File: config.mk
export PLATFORM = sky130hd
export DESIGN_NAME = rice_preprocessing_flat
export DESIGN_NICKNAME = d
export VERILOG_FILES = /design/src/rtl/rice_preprocessing_if.sv /design/src/rtl/rice_preprocessing.sv /design/src/flat_wrapper.sv
export SDC_FILE = /design/constraint.sdc
export NUM_CORES = 1
export LEC_CHECK = 0
export ABC_AREA = 0
export ABC_CLOCK_PERIOD_IN_PS = 13290
export CAP_MARGIN = 40
export CELL_PAD_IN_SITES_DETAIL_PLACEMENT = 0
export CELL_PAD_IN_SITES_GLOBAL_PLACEMENT = 1
export CORE_ASPECT_RATIO = 0.7
export CORE_MARGIN = 5
export CORE_UTILIZATION = 43
export DETAILED_ROUTE_END_ITERATION = 6
export GPL_TIMING_DRIVEN = 0
export HOLD_SLACK_MARGIN = 0.12
export PLACE_DENSITY = 0.73
export SLEW_MARGIN = 20
export SYNTH_ARGS = -nofsm -noshare
export SYNTH_HDL_FRONTEND = slang
export SYNTH_SLANG_ARGS = --single-unit
File: constraint.sdc
create_clock -name clk1 -period 13.29 [get_ports clk1]
set_input_delay 3.987 -clock clk1 [delete_from_list [all_inputs] [get_ports clk1]]
set_output_delay 3.987 -clock clk1 [all_outputs]
set_load 0.005 [all_outputs]
File: src/rtl/rice_preprocessing_if.sv
// rtl/rice_preprocessing_if.sv - control, compressed-word and decoded-symbol signals of the Rice front end
interface rice_preprocessing_if;
  logic        first;
  logic        start;
  logic        stop;
  logic        wren;
  logic        rden;
  logic [4:0]  n;
  logic [4:0]  j;
  logic [4:0]  k;
  logic [31:0] data;
  logic        datavalid;
  logic [9:0]  symbol;
  logic [4:0]  fscodes;
  logic [4:0]  kcodes;
  logic        symvalid;
  logic        blkdone;

  modport master (
    output first, start, stop, wren, rden, n, j, k, data, datavalid,
    input  symbol, fscodes, kcodes, symvalid, blkdone
  );

  modport slave (
    input  first, start, stop, wren, rden, n, j, k, data, datavalid,
    output symbol, fscodes, kcodes, symvalid, blkdone
  );
endinterface

File: src/rtl/rice_preprocessing.sv
// rtl/rice_preprocessing.sv - Rice decoder front end: word FIFO, MSB-first unpacker, FS/split field splitter
// Reference-sample decoding is compiled in only when RICE_REF_SAMPLE_EN is defined.
module rice_preprocessing #(
  parameter int FIFO_DEPTH = 4,
  parameter int DW         = 32
) (
  input logic                 clk1,
  input logic                 reset,
  rice_preprocessing_if.slave bus
);
  localparam int AW = $clog2(FIFO_DEPTH);

  typedef enum logic [2:0] {S_IDLE, S_REF, S_FS, S_SPLIT, S_EMIT} state_t;
  state_t r_state, w_next;

  logic [DW-1:0] r_mem [FIFO_DEPTH];
  logic [AW:0]   r_wptr, r_rptr;
  logic [DW-1:0] r_sr;
  logic [5:0]    r_bitcnt;
  logic [4:0]    r_j, r_cnt, r_fs, r_kbits;
  logic [2:0]    r_k;
  logic [3:0]    r_rem;
  logic [9:0]    r_symbol;
  logic [4:0]    r_fscodes, r_kcodes;

  logic       w_empty, w_full, w_pop, w_push, w_bit, w_consume, w_emit, w_last;
  logic [4:0] w_cnt_inc;
  logic [9:0] w_shifted, w_sym;

  assign w_empty   = (r_wptr == r_rptr);
  assign w_full    = (r_wptr[AW] != r_rptr[AW]) && (r_wptr[AW-1:0] == r_rptr[AW-1:0]);
  // A word is only loaded once the previous one is fully consumed; stop blocks the load so the FIFO keeps it.
  assign w_pop     = !bus.stop && bus.rden && !w_empty && (r_bitcnt == 6'd0);
  assign w_push    = bus.wren && bus.datavalid && (!w_full || w_pop);
  assign w_bit     = r_sr[DW-1];
  assign w_consume = !bus.stop && (r_bitcnt != 6'd0) &&
                     (r_state == S_REF || r_state == S_FS || r_state == S_SPLIT);
  assign w_emit    = !bus.stop && (r_state == S_EMIT);
  assign w_cnt_inc = r_cnt + 5'd1;
  assign w_last    = (w_cnt_inc == r_j);
  assign w_shifted = {5'd0, r_fs} << r_k;

`ifdef RICE_REF_SAMPLE_EN
  logic [9:0] r_acc;
  logic       r_isref;
  logic [3:0] w_n_clamp;
  assign w_n_clamp = (bus.n == 5'd0) ? 4'd1 : (bus.n > 5'd10) ? 4'd10 : bus.n[3:0];
  assign w_sym     = r_isref ? r_acc : (w_shifted | {5'd0, r_kbits});
`else
  logic w_unused_ref;
  assign w_unused_ref = ^{bus.first, bus.n};
  assign w_sym        = w_shifted | {5'd0, r_kbits};
`endif

  assign bus.symvalid = w_emit;
  assign bus.blkdone  = w_emit && w_last;
  assign bus.symbol   = w_emit ? w_sym   : r_symbol;
  assign bus.fscodes  = w_emit ? r_fs    : r_fscodes;
  assign bus.kcodes   = w_emit ? r_kbits : r_kcodes;

  always_ff @(posedge clk1 or negedge reset) begin
    if (!reset) r_state <= S_IDLE;
    else        r_state <= w_next;
  end

  always_comb begin
    w_next = r_state;
    if (bus.stop) begin
      w_next = S_IDLE;
    end else begin
      case (r_state)
        S_IDLE: if (bus.start) begin
`ifdef RICE_REF_SAMPLE_EN
          w_next = bus.first ? S_REF : S_FS;
`else
          w_next = S_FS;
`endif
        end
`ifdef RICE_REF_SAMPLE_EN
        S_REF:   if (w_consume && r_rem == 4'd1) w_next = S_EMIT;
`endif
        S_FS:    if (w_consume && w_bit) w_next = (r_k == 3'd0) ? S_EMIT : S_SPLIT;
        S_SPLIT: if (w_consume && r_rem == 4'd1) w_next = S_EMIT;
        S_EMIT:  w_next = w_last ? S_IDLE : S_FS;
        default: w_next = S_IDLE;
      endcase
    end
  end

  always_ff @(posedge clk1) begin
    if (w_push) r_mem[r_wptr[AW-1:0]] <= bus.data;
  end

  always_ff @(posedge clk1 or negedge reset) begin
    if (!reset) begin
      r_wptr    <= '0;
      r_rptr    <= '0;
      r_sr      <= '0;
      r_bitcnt  <= '0;
      r_j       <= '0;
      r_k       <= '0;
      r_cnt     <= '0;
      r_fs      <= '0;
      r_kbits   <= '0;
      r_rem     <= '0;
      r_symbol  <= '0;
      r_fscodes <= '0;
      r_kcodes  <= '0;
`ifdef RICE_REF_SAMPLE_EN
      r_acc     <= '0;
      r_isref   <= 1'b0;
`endif
    end else begin
      if (w_push) r_wptr <= r_wptr + 1'b1;
      if (w_pop)  r_rptr <= r_rptr + 1'b1;
      if (bus.stop) begin
        r_bitcnt <= 6'd0;
      end else if (w_pop) begin
        r_sr     <= r_mem[r_rptr[AW-1:0]];
        r_bitcnt <= 6'(DW);
      end else if (w_consume) begin
        r_sr     <= {r_sr[DW-2:0], 1'b0};
        r_bitcnt <= r_bitcnt - 6'd1;
      end
      if (!bus.stop) begin
        case (r_state)
          S_IDLE: if (bus.start) begin
            r_j     <= (bus.j == 5'd0) ? 5'd1 : bus.j;
            r_k     <= (bus.k > 5'd5) ? 3'd5 : bus.k[2:0];
            r_cnt   <= '0;
            r_fs    <= '0;
            r_kbits <= '0;
`ifdef RICE_REF_SAMPLE_EN
            r_rem   <= w_n_clamp;
            r_isref <= bus.first;
            r_acc   <= '0;
`endif
          end
`ifdef RICE_REF_SAMPLE_EN
          S_REF: if (w_consume) begin
            r_acc <= {r_acc[8:0], w_bit};
            r_rem <= r_rem - 4'd1;
          end
`endif
          S_FS: if (w_consume) begin
            if (!w_bit) begin
              if (r_fs != 5'd31) r_fs <= r_fs + 5'd1;
            end else begin
              r_rem <= {1'b0, r_k};
            end
          end
          S_SPLIT: if (w_consume) begin
            r_kbits <= {r_kbits[3:0], w_bit};
            r_rem   <= r_rem - 4'd1;
          end
          S_EMIT: begin
            r_cnt     <= w_cnt_inc;
            r_symbol  <= w_sym;
            r_fscodes <= r_fs;
            r_kcodes  <= r_kbits;
            r_fs      <= '0;
            r_kbits   <= '0;
`ifdef RICE_REF_SAMPLE_EN
            r_isref   <= 1'b0;
`endif
          end
          default: ;
        endcase
      end
    end
  end
endmodule

File: src/flat_wrapper.sv
// flat-port wrapper written by rule: the top's interface ports become plain ports
module rice_preprocessing_flat 
#(
  parameter int FIFO_DEPTH = 4,
  parameter int DW         = 32
)
  (clk1, reset, bus_first, bus_start, bus_stop, bus_wren, bus_rden, bus_n, bus_j, bus_k, bus_data, bus_datavalid, bus_symbol, bus_fscodes, bus_kcodes, bus_symvalid, bus_blkdone);
  rice_preprocessing_if bus_i ();
  input logic clk1;
  input logic reset;
  input wire logic [$bits(bus_i.first)-1:0] bus_first;
  input wire logic [$bits(bus_i.start)-1:0] bus_start;
  input wire logic [$bits(bus_i.stop)-1:0] bus_stop;
  input wire logic [$bits(bus_i.wren)-1:0] bus_wren;
  input wire logic [$bits(bus_i.rden)-1:0] bus_rden;
  input wire logic [$bits(bus_i.n)-1:0] bus_n;
  input wire logic [$bits(bus_i.j)-1:0] bus_j;
  input wire logic [$bits(bus_i.k)-1:0] bus_k;
  input wire logic [$bits(bus_i.data)-1:0] bus_data;
  input wire logic [$bits(bus_i.datavalid)-1:0] bus_datavalid;
  output wire logic [$bits(bus_i.symbol)-1:0] bus_symbol;
  output wire logic [$bits(bus_i.fscodes)-1:0] bus_fscodes;
  output wire logic [$bits(bus_i.kcodes)-1:0] bus_kcodes;
  output wire logic [$bits(bus_i.symvalid)-1:0] bus_symvalid;
  output wire logic [$bits(bus_i.blkdone)-1:0] bus_blkdone;
  assign bus_i.first = bus_first;
  assign bus_i.start = bus_start;
  assign bus_i.stop = bus_stop;
  assign bus_i.wren = bus_wren;
  assign bus_i.rden = bus_rden;
  assign bus_i.n = bus_n;
  assign bus_i.j = bus_j;
  assign bus_i.k = bus_k;
  assign bus_i.data = bus_data;
  assign bus_i.datavalid = bus_datavalid;
  assign bus_symbol = bus_i.symbol;
  assign bus_fscodes = bus_i.fscodes;
  assign bus_kcodes = bus_i.kcodes;
  assign bus_symvalid = bus_i.symvalid;
  assign bus_blkdone = bus_i.blkdone;
  rice_preprocessing #(.FIFO_DEPTH(FIFO_DEPTH), .DW(DW)) u_core (.clk1(clk1), .reset(reset), .bus(bus_i));
endmodule
; ---- Word level (Yosys, flattened, before mapping)
; Memory sizes are Yosys's and may differ from the RTL's.
; Index checks and enable logic that the tools add are counted.
[totals]
reg_bits = 94
latchBits = 0
ram_bits = 128
romBits = 0
inputBits = 55
out_inout_bits = 22
elab_cells = 112
n_memories = 1
[classes]
n_addsub = 6
n_mul = 0
div_mod_pow = 0
order_cmp = 1
eq_ne = 19
shifts = 1
mux = 31
bitwise_logic = 2
reduce_logical = 37
[memory_table]
columns = name, depth, width, rd, rd_ports_with_merged_regs, wr, line_no
row1 = u_core.r_mem, 4, 32, 1, 0, 1, rice_preprocessing.sv:16  ; logic [DW-1:0] r_mem [FIFO_DEPTH];
[ops]
columns = cell, count
row1 = 32-bit 2-to-1 mux, 2
row2 = 5-bit 2-to-1 mux, 8
row3 = 5-bit case mux with 3 select lines, 2
row4 = 3-bit 2-to-1 mux, 6
row5 = 6-bit 2-to-1 mux, 3
row6 = 1-bit logical AND, 12
row7 = 4-bit 2-to-1 mux, 3
row8 = 3-bit case mux with 4 select lines, 1
row9 = "5-bit by 1-bit adder with 5-bit output, second input constant", 2
row10 = 10-bit 2-to-1 mux, 1
row11 = 10-bit by 5-bit OR with 10-bit output, 1
row12 = 5-bit case mux with 2 select lines, 1
row13 = 5-bit by 3-bit << shifter with 10-bit output, 1
row14 = "3-bit != test, second input constant", 3
row15 = 3-bit AND reduction, 3
row16 = 3-bit nonzero test, 3
row17 = 4-bit case mux with 2 select lines, 1
row18 = "3-bit by 1-bit adder with 3-bit output, second input constant", 2
row19 = "3-bit by 2-bit == test with 1-bit output, second input constant", 2
row20 = 3-bit zero test, 2
row21 = 6-bit zero test, 1
row22 = "2-bit by 1-bit != test with 1-bit output, second input constant", 3
row23 = "2-bit != test, second input constant", 3
row24 = 6-bit AND reduction, 1
row25 = other kinds (22), 30

; ---- Depth between registers and ports, before layout
[logic_depth]
word_depth = 8
ltp_mapped = 9
ltp_nobuf = 7

; ---- Worst setup path after synthesis
; OpenSTA, ideal clock, no wires.
[synth_timing]
path_type = input port to output port
start = input port bus_stop
end = output port bus_kcodes[1]
arrival_time_ns = 4.903
t_required_ns = 9.303
path_slack_ns = 4.400
stages = 6
n_path_buf = 2
cell_sequence = clkinv_1 -> nand3_1 -> buf_2 -> clkbuf_1 -> nand2_1 -> o21ai_0
[synth_via]
elab_chain_cells = 3
[synth_rtl]
columns = item, line_no
row1 = start: declaration, flat_wrapper.sv:13  ; input wire logic [$bits(bus_i.stop)-1:0] bus_stop;
row2 = 1-bit zero test, rice_preprocessing.sv:38  ; assign w_emit = !bus.stop && (r_state == S_EMIT);
row3 = 1-bit logical AND, rice_preprocessing.sv:38
row4 = 5-bit 2-to-1 mux, rice_preprocessing.sv:59  ; assign bus.kcodes = w_emit ? r_kbits : r_kcodes;
row5 = end: declaration, flat_wrapper.sv:23  ; output wire logic [$bits(bus_i.kcodes)-1:0] bus_kcodes;
; Every way passes these cells.

; ---- Worst setup path after layout
[layout_timing]
start = input port bus_stop
end = output port bus_kcodes[2]
; Same word-level chain as after synthesis.

==> results.yml <==
logic_synthesis:
  ys_dominant_reg_cell: "edfxtp_1"
  synth-edff-count: 128
  syn_inst: 670
  synthArstFlopShare_pct: 42.3
  netlist_area_sq_um: 9420
  synth_warnings: 0
  yosysSeqAreaShare_pct: 65.8
  synth.distinct_cells: 60
  syn_nets: 737
  synth_area_per_cell_sq_um: 14.1
  ys_ff_latch: 222
grt:
  grt_pass1_wl_um: 32200
  antenna_found_initial: 0
  grt_max_degree: 52
  grt_pass1_vias: 6039
  grt.total_usage_pct: 15.7
  grt_overflow: 0
finish:
  final_cell_mix: "edfxtp_1, dfrtp_1, nand2_1"
  areaGrowthSynthToFinish_pct: 21.1
  final_common_cell: "edfxtp_1"
  fin_nets: 838
  drive_above_1_share_pct: 16.0
  diodes: 0
  post-route-cell-area_sq_um: 11400
timing:
  slew_viol_final: 0
  setup-tns-final_ns: 0
  worstMarginPinSlew_ns: 0.671
  fin_ws_ns: 2.58
  setup_viol: 0
  timing.final.crit_share_pct: 80.6
  maxSlewHeadroom_pct: 55.3
  fin_crit_ns: 10.71
  fmax_mhz: 93.4
  clock_skew_ns: 0.0148
  finalHoldViolations: 0
  grt_setup_unrepaired: "no"
  hold_ws_ns: 0.491
pwr:
  vdd_drop_max_mv: 0.0964
  sw_frac_of_total_pct: 32.0
  p_int_mw: 1.60
  p_sw_uw: 755
  p_clk_share_pct: 27.0
  power_density_nw_per_um2: 207
  combPwrFrac_pct: 31.7
  leakage_nw: 4.25
  power_mw: 2.36
  seq_power_share_pct: 41.3
clocking:
  cts_root_buffer: "clkbuf_16"
  ctsResizeCount: 0
  post_cts_buffers: 0
  clk_latency_ns: 0.52
  clk_transition_reported_paths_ns: 0.06
  cts_buffers: 22
  cts_tree: "built"
  h-tree-depth: 1
  holdBufCountCts: 0
  ctsLongestPathBuffers: 3
  cts.sinks: 222
worst_setup_path:
  critical_path_required_ns: 9.30
  regToRegEndpoint: "u_core.r_mem[1][22]"
  worstSetupStartpointType: "primary input"
  end_kind: "output pin"
  rrSetupSlack_ns: 10.45
  cp_slowest_cell: "clkdlybuf4s50_1"
  path_delay_family: "buffers and inverters"
  crit_chain: "clkdlybuf4s50_1, clkinv_1, nand3_1, buf_2, clkbuf_1, nand2_1, o21ai_0, clkdlybuf4s50_1"
  critPathArrivalTime_ns: 6.72
  cp_common_cell: "clkdlybuf4s50_1"
  max_stage_delay_ns: 0.67
  crit_buf_inv: 5
  cp_max_fo: 10
  worst_r2r_path_depth: 7
  critPathKind: "in -> out"
  r2r_start: "u_core.r_bitcnt[0]"
place:
  detailed_place.area_sq_um: 10600
  pre_cts_ws_ns: 2.56
  portBuffers: 70
  place.gp.congestion: 0.799
  dp_hpwl_um: 13400
drt:
  drt-pass1-iter-count: 5
  vias: 5837
  wl_per_cell_um: 18.0
  drc_errors: 0
  drt_wl_total_um: 19300
  vias_per_cell: 5.46
  ant_nets: 0
  drt_iter0_markers: 401
worst_hold_path:
  hold_path_end: "u_core.r_symbol[5]"
  min-delay-path-class: "reg -> reg"
  hold_path.startpoint: "u_core.r_symbol[5]"
  whs_path_depth: 1
job:
  cap_viol_max_count: 0
die:
  io_pins: 77
  die_w_um: 187
  die_y_um: 134
  rows: 45
  coreArea_sq_um: 21600
  die-area_sq_um: 25000
  initial_utilization_pct: 43.5
status:
  status: "completed"
==> synth_stat cells (all sizes together), types with 2 or more instances <==
cell type | instances | area share, %
edfxtp | 128 | 41
dfrtp | 94 | 25
nand2 | 86 | 3.4
nor3 | 41 | 2.3
a31oi | 35 | 2.3
mux4 | 32 | 7.7
o21ai | 31 | 1.6
buf | 24 | 1.7
nor2 | 22 | 0.88
inv | 19 | 0.76
nand3 | 16 | 0.85
a21oi | 15 | 0.84
clkbuf | 15 | 0.60
mux2 | 15 | 1.9
ha | 12 | 1.6
xor2 | 8 | 0.74
mux2i | 7 | 0.74
o211ai | 7 | 0.66
and2 | 6 | 0.40
xnor2 | 5 | 0.47
nor3b | 4 | 0.44
nor4 | 3 | 0.20
o221ai | 3 | 0.47
or3 | 3 | 0.20
a211o | 2 | 0.19
and3 | 2 | 0.13
clkinv | 2 | 0.080
nand2b | 2 | 0.13
nand3b | 2 | 0.16
nand4 | 2 | 0.20
nor2b | 2 | 0.13
nor4b | 2 | 0.19
o21a | 2 | 0.16
o221a | 2 | 0.24
o2bb2ai | 2 | 0.19
o311ai | 2 | 0.19
o31ai | 2 | 0.16
==> registers in the layout, summed over array words and instances, names as in the netlist <==
register	count
u_core.r_k	3
u_core.r_wptr	3
u_core.r_fscodes	5
u_core.r_rem	4
u_core.r_fs	5
u_core.r_mem	128
u_core.r_kbits	5
u_core.r_rptr	3
u_core.r_bitcnt	6
u_core.r_cnt	5
u_core.r_symbol	10
u_core.r_state	3
u_core.r_j	5
u_core.r_sr	32
u_core.r_kcodes	5
==> cell families after synthesis <==
group	synth area share, %
fa+ha+maj	1.59
simple gates	9.78
compound gates	7.99
mux	10.3
buf+inv	3.11
xor+xnor	1.45
flops	65.8
==> area by class of cell <==
class / instances / area (sq um)
plain buffers: 39 / 214
clock buffers: 28 / 593
clock inverters: 12 / 161
fillers: 1792 / 10200
inverters: 21 / 78.8
multi-input cells: 388 / 2950
flip-flops and latches: 222 / 6200
well taps: 282 / 353
repair buffers: 77 / 853
==> worst register-to-register path, delay by kind of cell (launching register included) <==
family | cells | cell delay (ns)
simple gates | 3 | 1.17
compound gates | 1 | 0.45
flops | 1 | 0.43
buf+inv | 2 | 0.33
fa+ha+maj | 1 | 0.16
==> routing by layer <==
layer,up-vias,GRT usage [%],part of all wire (%)
met2,156,24.7,45
met4,0,3.41,1.6
met1,2923,23.4,48
met3,24,2.63,5.0
met5,-,0,0
li1,2734,-,-
==> worst max path at each step <==
stage	startpoint	to	slack, ns	cells after the start
after global placement	bus_stop	bus_kcodes[2]	2.59	8
after detailed placement	bus_stop	bus_kcodes[3]	2.56	8
after floorplan	bus_stop	bus_kcodes[1]	4.40	6
final	bus_stop	bus_kcodes[2]	2.58	8
after CTS	bus_stop	bus_kcodes[2]	2.56	8
after global routing	bus_stop	bus_kcodes[3]	2.33	8
==> stage by stage <==
step | util [%] | instances
final | 52.7 | 1069
after global placement | 48.4 | 1022
after detailed placement | 49.2 | 1029
after floorplan | - | 670
after global routing | 52.7 | 1069
after CTS | 52.7 | 1069
==> power by group through the flow <==
stage | Sequential (mW) | Clock [mW] | Combinational, mW
global placement | 0.981 | 0 | 0.717
finish | 0.973 | 0.637 | 0.747
detailed placement | 0.984 | 0 | 0.755
global route | 0.990 | 0.685 | 0.832
floorplan | 0.960 | 0 | 0.538
CTS | 0.973 | 0.654 | 0.757
Power figures use the tool's default switching activity.
==> RTL edit 1 (config.mk and constraints unchanged) <==
The option `RICE_REF_SAMPLE_EN` is turned on by a define.
--- a/src/rtl/rice_preprocessing.sv
+++ b/src/rtl/rice_preprocessing.sv
@@ -1,5 +1,7 @@
 // rtl/rice_preprocessing.sv - Rice decoder front end: word FIFO, MSB-first unpacker, FS/split field splitter
 // Reference-sample decoding is compiled in only when RICE_REF_SAMPLE_EN is defined.
+`define RICE_REF_SAMPLE_EN
+
 module rice_preprocessing #(
   parameter int FIFO_DEPTH = 4,
   parameter int DW         = 32
Behaviour: not the same (a bounded check fails within 4 cycles, from zero or initial values and one cycle with reset low).
==> RTL edit 1 against the unedited design <==
Fmax grew 1.0%. Combinational power grew 16%. Setup slack gained 110 ps. Sequential cell count grew 11. Final area grew 5.9%. Total power grew 6.2%. Routed wire length grew 11%. Area after synthesis grew 6.3%. Largest cell class unchanged.
==> RTL edit 1: results (changes against the unedited design) <==
| Metric | Value |
|---|---|
| Worst-margin pin slew | 670 ps (was 671 ps) |
| CTS buffer count | 23 (was 22) |
| Adder-cell area share of the yosys netlist | 1.50% (was 1.59%) |
| Via count | 6008 (was 5837) |
| Initial drt markers | 610 (was 401) |
| Total track usage | 16.5% (was 15.7%) |
| Post-synth top cells | edfxtp_1 (128), dfrtp_1 (105), nand2_1 (101) (was edfxtp_1 (128), dfrtp_1 (94), nand2_1 (86)) |
| Layout cells sized above 1 | 20.0% (was 16.0%) |
| P_leak | 4.60 nW (was 4.25 nW) |
| Routed wire per std cell | 18.9 um (was 18.0 um) |
| Switching share of power | 31.7% (was 32.0%) |
| Status | complete, no violations (unchanged) |
| Syn_nets | 767 (was 737) |
| Detail Placement HPWL | 15200 um (was 13400 um) |
| Post-synthesis compound-gate area fraction | 6.42% (was 7.99%) |
| Seq/Total Area, Yosys | 64.6% (was 65.8%) |
| Pre-CTS setup slack | 2680 ps (was 2560 ps) |
| Max reg flops | 128 (unchanged) |
| Maximum VDD drop | 104 uV (was 96.4 uV) |
| RD Place Congestion | 0.868 (was 0.799) |
| Fraction of registers with async set/reset | 45.1% (was 42.3%) |
| Synthesis Warnings | 0 (unchanged) |
| Port bufs | 76 (was 70) |
| First-pass GRT wire length | 34400 um (was 32200 um) |
| Fill count | 1922 (was 1792) |
| Distinct cell type count after synthesis | 54 (was 60) |
-- RTL edit 1: cell types whose count changed in the layout (fill, tap and decap cells not counted), sizes merged, moves of 8 or more --
cell and delta:
mux2 +58, nand2 +15, nand3 -8, nor3 -31, dfrtp +11, o21ai +19
buf -8, clkbuf +8, a31oi -31
-- RTL edit 1: worst register-to-register path, cell delays in order (launching register included) --
cell and delay [ps]:
dfrtp_1 440, inv_1 120, ha_1 140, nor2b_1 440
nand4_1 230, a31oi_1 430, and2_2 620, buf_16 240
-- RTL edit 1: path summary, 6_finish.rpt --
check / start / end / slack [ps] / cells past startpoint
setup / recovery: bus_stop / bus_symbol[7] / 2690 / 8
hold / removal: u_core.r_kcodes[1] / u_core.r_kcodes[1] / 470 / 2
setup reg to reg: u_core.r_bitcnt[0] / u_core.r_mem[3][19] / 10310 / 7
hold reg to reg: u_core.r_kcodes[1] / u_core.r_kcodes[1] / 470 / 2
max in group asynchronous: reset / u_core.r_kbits[3] / 9210 / 2
min in group asynchronous: reset / u_core.r_acc[6] / 3410 / 1
-- RTL edit 1: metal layers --
metal / up-vias / GRT usage (%) / routed length [um] / share of wire [%]
li1: 2816 / - / - / -
met1: 3035 / 26.4 / 11000 / 51
met2: 131 / 24.1 / 9250 / 43
met3: 26 / 2.79 / 964 / 4.5
met4: 0 / 2.97 / 284 / 1.3
met5: - / 0 / 0 / 0
-- RTL edit 1: cell families after synthesis --
kind of cell / after synthesis
compound gates: 100
xor+xnor: 19
fa+ha+maj: 12
buf+inv: 50
flops: 233
mux: 109
simple gates: 177
-- RTL edit 1: stage by stage --
| step | std cells | instance area, um^2 |
|---|---|---|
| 4_1_cts | 1137 | 12100 |
| 5_1_grt | 1137 | 12100 |
| 6_report | 1137 | 12100 |
| 2_1_floorplan | 700 | 10000 |
| 3_3_place_gp | 1088 | 11200 |
| 3_5_place_dp | 1096 | 11300 |
-- RTL edit 1: power by group through the flow --
| stage | Clock [mW] | Combinational [mW] | Sequential (mW) |
|---|---|---|---|
| after floorplan | 0 | 0.625 | 0.982 |
| after global placement | 0 | 0.828 | 1.00 |
| after detailed placement | 0 | 0.874 | 1.01 |
| after CTS | 0.650 | 0.880 | 0.997 |
| after global routing | 0.682 | 0.958 | 1.01 |
| final | 0.636 | 0.870 | 0.997 |
-- RTL edit 1: layout make-up --
| cell class | instances | share of cell area, % |
|---|---|---|
| Clock inverter | 11 | 0.892 |
| Clock buffer | 30 | 5.16 |
| Timing Repair Buffer | 84 | 7.71 |
| Inverter | 14 | 0.435 |
| Sequential cell | 233 | 53.6 |
| Buffer | 36 | 1.30 |
| Multi-Input combinational cell | 417 | 27.6 |
| Tap cell | 312 | 3.23 |
==> RTL edit 2 (same settings) <==
Without the edit above. Re-encode `state_t` (5 states) as one-hot, 5 bits wide.
--- a/src/rtl/rice_preprocessing.sv
+++ b/src/rtl/rice_preprocessing.sv
@@ -10,7 +10,7 @@
 );
   localparam int AW = $clog2(FIFO_DEPTH);
 
-  typedef enum logic [2:0] {S_IDLE, S_REF, S_FS, S_SPLIT, S_EMIT} state_t;
+  typedef enum logic [4:0] {S_IDLE = 5'b00001, S_REF = 5'b00010, S_FS = 5'b00100, S_SPLIT = 5'b01000, S_EMIT = 5'b10000} state_t;
   state_t r_state, w_next;
 
   logic [DW-1:0] r_mem [FIFO_DEPTH];
Behaviour: no difference found for any inputs over 4 cycles, from zero or initial values and one cycle with reset low; so few cycles prove little.
==> RTL edit 2 against the unedited design <==
Via count decreased by 4.9%. Area after synthesis increased by 4.8%. Sequential share of layout area decreased by 1.6 points. Core utilization decreased by 0.57 points. Sequential cell count increased by 1. Combinational power decreased by 11%. Routed wire length increased by 1.9%. Total power decreased by 6.2%. Die area increased by 4.5%. Final area increased by 3.5%. Global-route usage decreased by 0.41 points. Setup slack improved by 320 ps. Critical path depth decreased by 1. Final cell count decreased by 1.2%.
==> RTL edit 2: results (changes against the unedited design) <==
| Metric | Value |
|---|---|
| P_comb | 0.668 mW (was 0.747 mW) |
| Final setup skew | 7.24 ps (was 14.8 ps) |
| Critical R2R Capture | u_core.r_mem[3][17] (was u_core.r_mem[1][22]) |
| Number of global-route vias before repair | 5661 (was 6039) |
| Post-synth top cells | edfxtp_1 (128), dfrtp_1 (94), nand2_1 (63) (was edfxtp_1 (128), dfrtp_1 (94), nand2_1 (86)) |
| Fill count | 1861 (was 1792) |
| Syn_nets | 696 (was 737) |
| Multi-input combinational area share | 28.7% (was 25.9%) |
| Register area | 6220 um^2 (was 6200 um^2) |
| Via count | 5551 (was 5837) |
| Distinct cell type count after synthesis | 79 (was 60) |
| Fraction of registers with async set/reset | 42.6% (was 42.3%) |
| P_leak | 4.56 nW (was 4.25 nW) |
| Crit path to | bus_fscodes[1] (was bus_kcodes[2]) |
| Switching share of power | 29.0% (was 32.0%) |
| Power Clock | 0.615 mW (was 0.637 mW) |
| Critical R2R Launch | u_core.r_bitcnt[1] (was u_core.r_bitcnt[0]) |
| Status | complete, no violations (unchanged) |
| Largest net degree at the start of global routing | 49 (was 52) |
| Routed wire per std cell | 18.6 um (was 18.0 um) |
| Initial drt markers | 338 (was 401) |
| Non-clk bufs | 105 (was 116) |
| First-pass GRT wire length | 31800 um (was 32200 um) |
| Seq/Total Area, Yosys | 63.0% (was 65.8%) |
| Detail Placement HPWL | 13500 um (was 13400 um) |
| Inverters | 14 (was 21) |
| Total track usage | 15.3% (was 15.7%) |
| Worst-margin pin slew | 756 ps (was 671 ps) |
| RD Place Congestion | 0.861 (was 0.799) |
| Nets | 795 (was 838) |
| R2r setup slk | 10570 ps (was 10450 ps) |
| Layout non-clock buf frac | 8.73% (was 9.36%) |
| Seq_cells | 223 (was 222) |
| Critical path arrival | 6400 ps (was 6720 ps) |
| Comb_multi_in | 362 (was 388) |
| Crit path largest cell delay | 620 ps (was 670 ps) |
| Layout cells sized above 1 | 22.3% (was 16.0%) |
| Maximum VDD drop | 86.1 uV (was 96.4 uV) |
| Clock-cell share of area | 6.11% (was 6.62%) |
-- RTL edit 2: tightest hold or removal path, cell delays in order, from the launching register on --
cell,delay [ps]
dfrtp_1,330
nand2_1,50
nand2_1,70
-- RTL edit 2: stage by stage --
| step | setup slack (ps) | power, mW | instance area, um^2 | util, % | cells |
|---|---|---|---|---|---|
| final | 2900 | 2.21 | 11800 | 52.1 | 1056 |
| after CTS | 2850 | 2.24 | 11800 | 52.1 | 1056 |
| after global placement | 2860 | 1.58 | 11000 | 48.5 | 1011 |
| after floorplan | 4500 | 1.44 | 9870 | - | 629 |
| after global routing | 2700 | 2.33 | 11800 | 52.1 | 1056 |
| after detailed placement | 2860 | 1.61 | 11100 | 49.0 | 1016 |
-- RTL edit 2: worst min-delay path by stage --
stage / end / cells after the start / start / slack (ps)
floorplan: u_core.r_symbol[1] / 2 / u_core.r_symbol[1] / 460
global placement: u_core.r_symbol[1] / 2 / u_core.r_symbol[1] / 450
detailed placement: u_core.r_kcodes[4] / 2 / u_core.r_kcodes[4] / 460
CTS: u_core.r_symbol[1] / 2 / u_core.r_symbol[1] / 480
global route: u_core.r_kcodes[3] / 2 / u_core.r_kcodes[3] / 500
finish: u_core.r_symbol[1] / 2 / u_core.r_symbol[1] / 480
-- RTL edit 2: routing by layer --
metal	track usage (%)	part of all wire (%)
met3	2.55	3.8
met1	24.0	50
met5	0	0
met4	2.51	1.5
met2	23.1	44
-- RTL edit 2: cells by family after synthesis --
family                   count (synthesis)  synth area share (%)
flip-flops                             223                  63.0
AND/OR/NAND/NOR                        143                  7.89
multiplexers                           107                  17.5
AO/OA/AOI/OAI                           84                  5.90
buffers and inverters                   44                  2.76
XOR/XNOR                                16                  1.42
adder cells (fa/ha/maj)                 12                  1.52
